## src/rtl/trace_trig_sequencer.sv

```systemverilog
// Arm-session trigger sequencer: event edge -> programmable delay -> programmable-width pulse, N times per arm.
// Optional timestamp output enabled by defining TRIG_SEQ_TIMESTAMP_EN.
module trace_trig_sequencer #(
    parameter int pDELAY_WIDTH = 16,
    parameter int pPULSE_WIDTH = 16,
    parameter int pCOUNT_WIDTH = 8
) (
    input  logic                    trace_clk_in,
    input  logic                    reset,
    input  logic                    I_arm,
    input  logic                    I_soft_trig_passthru,
    input  logic                    I_trace_trig,
    input  logic                    I_m3_trig,
    input  logic [pDELAY_WIDTH-1:0] I_delay,
    input  logic [pPULSE_WIDTH-1:0] I_pulse_len,
    input  logic [pCOUNT_WIDTH-1:0] I_num_trigs,
    output logic                    O_trig_out,
    output logic                    O_arm_active,
    output logic                    O_capturing,
    output logic                    O_done,
    output logic [pCOUNT_WIDTH-1:0] O_trig_count,
`ifdef TRIG_SEQ_TIMESTAMP_EN
    output logic [31:0]             O_trig_timestamp,
`endif
    output logic [pCOUNT_WIDTH-1:0] O_missed
);

    typedef enum logic [2:0] {IDLE, ARMED, DELAY, PULSE, DONE} state_t;

    localparam logic [pDELAY_WIDTH-1:0] DLY_ONE = 1;
    localparam logic [pPULSE_WIDTH-1:0] PLS_ONE = 1;
    localparam logic [pCOUNT_WIDTH-1:0] CNT_ONE = 1;
    localparam logic [pCOUNT_WIDTH:0]   CNT_ONE_X = 1;

    state_t                  state;
    logic                    trace_prev;
    logic                    arm_prev;
    logic [pDELAY_WIDTH-1:0] dly_cnt;
    logic [pPULSE_WIDTH-1:0] wid_cnt;

    logic                    trig_event;
    logic                    arm_rise;
    logic                    busy;
    logic                    trig_next;
    logic                    session_start;
    logic [pPULSE_WIDTH-1:0] pulse_last;
    logic [pCOUNT_WIDTH:0]   count_inc;
    logic [pCOUNT_WIDTH:0]   num_eff;

    function automatic logic [pCOUNT_WIDTH-1:0] sat_inc(input logic [pCOUNT_WIDTH-1:0] v);
        return (&v) ? v : v + CNT_ONE;
    endfunction

    assign trig_event    = I_trace_trig & ~trace_prev;
    assign arm_rise      = I_arm & ~arm_prev;
    assign busy          = (state == DELAY) || (state == PULSE);
    assign pulse_last    = (I_pulse_len == '0) ? '0 : I_pulse_len - PLS_ONE;
    assign count_inc     = {1'b0, O_trig_count} + CNT_ONE_X;
    assign num_eff       = (I_num_trigs == '0) ? CNT_ONE_X : {1'b0, I_num_trigs};
    assign trig_next     = I_soft_trig_passthru ? I_m3_trig : (I_arm && state == PULSE);
    assign session_start = !I_soft_trig_passthru && state == IDLE && arm_rise;

    always_ff @(posedge trace_clk_in) begin
        if (reset) begin
            state        <= IDLE;
            trace_prev   <= 1'b0;
            arm_prev     <= 1'b0;
            dly_cnt      <= '0;
            wid_cnt      <= '0;
            O_trig_out   <= 1'b0;
            O_arm_active <= 1'b0;
            O_capturing  <= 1'b0;
            O_done       <= 1'b0;
            O_trig_count <= '0;
            O_missed     <= '0;
        end else begin
            trace_prev <= I_trace_trig;
            arm_prev   <= I_arm;
            O_trig_out <= trig_next;
            if (I_soft_trig_passthru) begin
                state        <= IDLE;
                O_arm_active <= 1'b0;
                O_capturing  <= 1'b0;
                O_done       <= 1'b0;
            end else begin
                // status flags reflect the state held during this cycle; arm low clears them at once
                O_arm_active <= I_arm && (state == ARMED || busy);
                O_capturing  <= I_arm && busy;
                O_done       <= I_arm && state == DONE;
                if (I_arm && busy && trig_event)
                    O_missed <= sat_inc(O_missed);
                case (state)
                    IDLE: begin
                        if (arm_rise) begin
                            O_trig_count <= '0;
                            O_missed     <= '0;
                            state        <= ARMED;
                        end
                    end
                    ARMED: begin
                        if (!I_arm) begin
                            state <= IDLE;
                        end else if (trig_event) begin
                            dly_cnt <= '0;
                            wid_cnt <= '0;
                            state   <= (I_delay == '0) ? PULSE : DELAY;
                        end
                    end
                    DELAY: begin
                        if (!I_arm) begin
                            state <= IDLE;
                        end else if (dly_cnt == I_delay - DLY_ONE) begin
                            wid_cnt <= '0;
                            state   <= PULSE;
                        end else begin
                            dly_cnt <= dly_cnt + DLY_ONE;
                        end
                    end
                    PULSE: begin
                        if (!I_arm) begin
                            state <= IDLE;
                        end else if (wid_cnt == pulse_last) begin
                            O_trig_count <= count_inc[pCOUNT_WIDTH-1:0];
                            state        <= (count_inc >= num_eff) ? DONE : ARMED;
                        end else begin
                            wid_cnt <= wid_cnt + PLS_ONE;
                        end
                    end
                    DONE: begin
                        if (!I_arm)
                            state <= IDLE;
                    end
                    default: state <= IDLE;
                endcase
            end
        end
    end

`ifdef TRIG_SEQ_TIMESTAMP_EN
    logic [31:0] ts_cnt;
    logic [31:0] ts_next;

    assign ts_next = session_start ? 32'd0 : ts_cnt + 32'd1;

    // stamp carries the counter value taken on the same edge the pulse rises
    always_ff @(posedge trace_clk_in) begin
        if (reset) begin
            ts_cnt           <= 32'd0;
            O_trig_timestamp <= 32'd0;
        end else begin
            ts_cnt <= ts_next;
            if (trig_next && !O_trig_out)
                O_trig_timestamp <= ts_next;
        end
    end
`else
    logic unused_start;
    assign unused_start = session_start;
`endif

endmodule

```

## config.mk

```make
export PLATFORM = sky130hd
export DESIGN_NAME = trace_trig_sequencer
export DESIGN_NICKNAME = d
export VERILOG_FILES = /design/src/rtl/trace_trig_sequencer.sv
export SDC_FILE = /design/constraint.sdc
export NUM_CORES = 1
export LEC_CHECK = 0
export CAP_MARGIN = 20
export CORE_ASPECT_RATIO = 1.5
export CORE_MARGIN = 3
export CORE_UTILIZATION = 40
export CTS_BUF_LIST = sky130_fd_sc_hd__clkbuf_16
export CTS_CLUSTER_DIAMETER = 200
export DETAILED_ROUTE_END_ITERATION = 10
export PLACE_DENSITY_LB_ADDON = 0.2
export SLEW_MARGIN = 20
export SYNTH_ARGS = -nofsm -noshare
export SYNTH_HDL_FRONTEND = slang
export SYNTH_SLANG_ARGS = --single-unit
```

## constraint.sdc

```tcl
create_clock -name trace_clk_in -period 4.4 [get_ports trace_clk_in]
set_input_delay 0.88 -clock trace_clk_in [delete_from_list [all_inputs] [get_ports trace_clk_in]]
set_output_delay 0.88 -clock trace_clk_in [all_outputs]
set_load 0.05 [all_outputs]
```

==> reports/metrics.csv <==
stage,metric,value,unit
run_status,status,"finished, final reports clean",
worst_setup_path,"slowest stage delay, CP",0.57,ns
worst_setup_path,Crit Path Category,primary input to register,
power,Pwr per Cell Area,232,mW/mm²
synth,Synth cell types,73,
timing,Slew @ Worst Pin,0.895,ns
synth,"Top FF cell, synth",dfxtp_1,
global_route,GRT Total Usage,20.7,%
floorplan,Starting Density,41.4,%
power,leakage power figure,2.19,nW
global_route,gr ovfl total,0,
worst_setup_path,"Cell Chain, Critical Path",clkdlybuf4s50_1 -> nor4_4 -> nand4_1 -> or4_1 -> o211ai_2 -> nand4_2 -> o41a_4 -> a211oi_2 -> buf_4 -> nand4_1 -> mux2_1,
layout,share of layout cells above drive strength 1,8.93,%
power,Clock Power Share,46.2,%
route,total wire length,13100,µm
synth,Yosys warning total,0,
clocking,Post-CTS Resized,0,
timing,fin crit period,3.99,ns
placed_design,GP Congestion,0.902,
clocking,CTS tree,built,
layout,most frequent cells in the layout,"nor2_1 (70), clkdlybuf4s50_1 (65), dfxtp_1 (57)",
layout,# diodes,0,
floorplan,row count,47,
synth,syn_nets,659,
worst_setup_path,highest net fanout along the worst path,12,
clocking,CTS HTree Levels,3,
placed_design,Port Buf Inserts,65,
route,post-route ant nets,0,
timing,endpoints failing setup,0,
floorplan,die height,138,µm
hold_path,Hold/Removal Path Class,register to register,
power,Power Internal,0.986,mW
power,Sw Pwr,0.348,mW
global_route,first-pass GRT wire length,21400,µm
route,drt first pass iters,4,
timing,RSZ-0062 raised after global routing,no,
clocking,Worst-Skew Late Latency,0.33,ns
route,routed len/inst,16.0,µm
worst_setup_path,CP dominant cell by count,nand4_1,
run,max-capacitance violation count,0,
clocking,CTS sink count,57,
clocking,clock buffer depth,2,
timing,Pins Over Slew Limit,0,
placed_design,DP Worst Slack,0.0962,ns
clocking,post-CTS setup buffer count,0,
synth,Post-synth EDFFs,0,
route,vias per cell,5.71,
global_route,vias in the first global route,4511,
placed_design,Post-DP HPWL,10200,µm
global_route,largest net degree at the start of global routing,24,
power,sequential group share of total power,39.3,%
layout,"Area growth, synth to finish",24.5,%
floorplan,Core ar.,0.0112,mm²
timing,Fin Setup TNS,0,ns
layout,nets,727,
floorplan,I/O pin count,66,
layout,"commonest non-fill, non-tap cell in the layout",nor2_1,
route,Starting DRT DRC Count,155,
layout,final core occ,51.5,%
synth,Synth Register Bits,57,
synth,syn_area_per_cell,7.72,µm²
clocking,clk root buf,clkbuf_16,
worst_setup_path,required time of the critical path,4.62,ns
worst_setup_path,startpoint type of the worst setup path,primary input,
worst_setup_path,Critical Path Sink Type,register,
clocking,Post-CTS Hold Buffers,0,
floorplan,die area,0.0129,mm²
global_route,initial antenna violation count,0,
synth,Gate Count Post-Synth,599,
synth,area of the mapped netlist,0.00462,mm²
floorplan,chip width,93.8,µm
power,VDD IR max,0.000202,V
synth,"Async S/R FF share, synth",0,%
timing,Worst Skew,0.00743,ns
clocking,CTS buffer count,9,
timing,final hold violations,0,
power,switching part of the total,26.1,%
route,via count,4679,
synth,sequential cell area fraction in the yosys report,24.7,%
timing,PnR worst setup slack,0.414,ns
timing,crit share post-route,90.6,%
timing,f_max,251,MHz
route,DRC,0,
worst_setup_path,crit path DAT,4.20,ns
timing,worst rel slew slack,39.8,%
worst_setup_path,CP max stage cell,clkdlybuf4s50_1,
power,combinational share of power,14.5,%
clocking,clk slew on worst S/H paths,0.05,ns
-- synth_stat cells (20+ instances only) --
master / instances / share of area [%]
nor3_1: 21 / 2.3
nand3_1: 30 / 3.2
inv_1: 29 / 2.4
dfxtp_1: 57 / 25
xnor2_1: 30 / 5.7
a21oi_1: 28 / 3.0
nand2_1: 42 / 3.4
xor2_1: 21 / 4.0
nand4_1: 20 / 2.7
nor2_1: 70 / 5.7
clkbuf_1: 21 / 1.7
-- critical path, delay by kind of cell --
kind,cells,cell delay [ns]
AO/OA/AOI/OAI,3,0.69
buffers and inverters,2,0.78
multiplexers,1,0.36
AND/OR/NAND/NOR,5,1.49
-- path summary, 6_finish.rpt --
kind / cells after the start / slack, ns / end / startpoint
setup / recovery: 11 / 0.41 / wid_cnt[11] / I_delay[7]
hold / removal: 2 / 0.53 / dly_cnt[14] / dly_cnt[14]
setup reg to reg: 11 / 1.32 / wid_cnt[11] / dly_cnt[10]
hold reg to reg: 2 / 0.53 / dly_cnt[14] / dly_cnt[14]
-- flip-flops by register name, indices dropped and copies added (netlist names) --
signal        count
dly_cnt          16
O_done            1
O_trig_count      8
O_trig_out        1
arm_prev          1
state             3
O_arm_active      1
O_missed          8
O_capturing       1
wid_cnt          16
trace_prev        1
-- metal layers --
| metal | share of wire, % | global-route usage (%) |
|---|---|---|
| met4 | 2.1 | 8.92 |
| met3 | 3.5 | 2.95 |
| met2 | 54 | 40.0 |
| met1 | 40 | 21.8 |
| met5 | 0 | 0 |
-- cells by family after synthesis --
group	synth area share [%]
DFF	24.7
muxes	4.60
buffers and inverters	4.60
and+or+nand+nor	34.4
AOI/OAI and AO/OA	17.3
adders and majority gates	3.79
xor gates and xnor gates	10.6
-- power groups by stage --
stage / Clock, mW / Combinational [mW] / Sequential, mW
floorplan: 0 / 0.101 / 0.534
global placement: 0 / 0.189 / 0.534
detailed placement: 0 / 0.192 / 0.534
CTS: 0.630 / 0.193 / 0.523
global route: 0.659 / 0.211 / 0.524
finish: 0.617 / 0.194 / 0.524
-- final cells by class --
cell class                 count  area [µm²]
tap                          147         184
inverter                      29         109
sequential                    57        1140
clock buffer                   9         225
timing repair buffer          82         791
clock inverter                 7        38.8
fill                        1089        5410
multi-input combinational    488        3270
-- metrics by stage --
step | power (mW) | cells | area (µm²) | hold WS (ns)
after floorplan | 0.635 | 599 | 4620 | 0.467
after global placement | 0.723 | 803 | 5500 | 0.509
after detailed placement | 0.726 | 803 | 5500 | 0.521
after CTS | 1.35 | 819 | 5760 | 0.528
after global routing | 1.39 | 819 | 5760 | 0.558
final | 1.33 | 819 | 5760 | 0.532
Note: power is estimated with default switching activity, not from simulation.
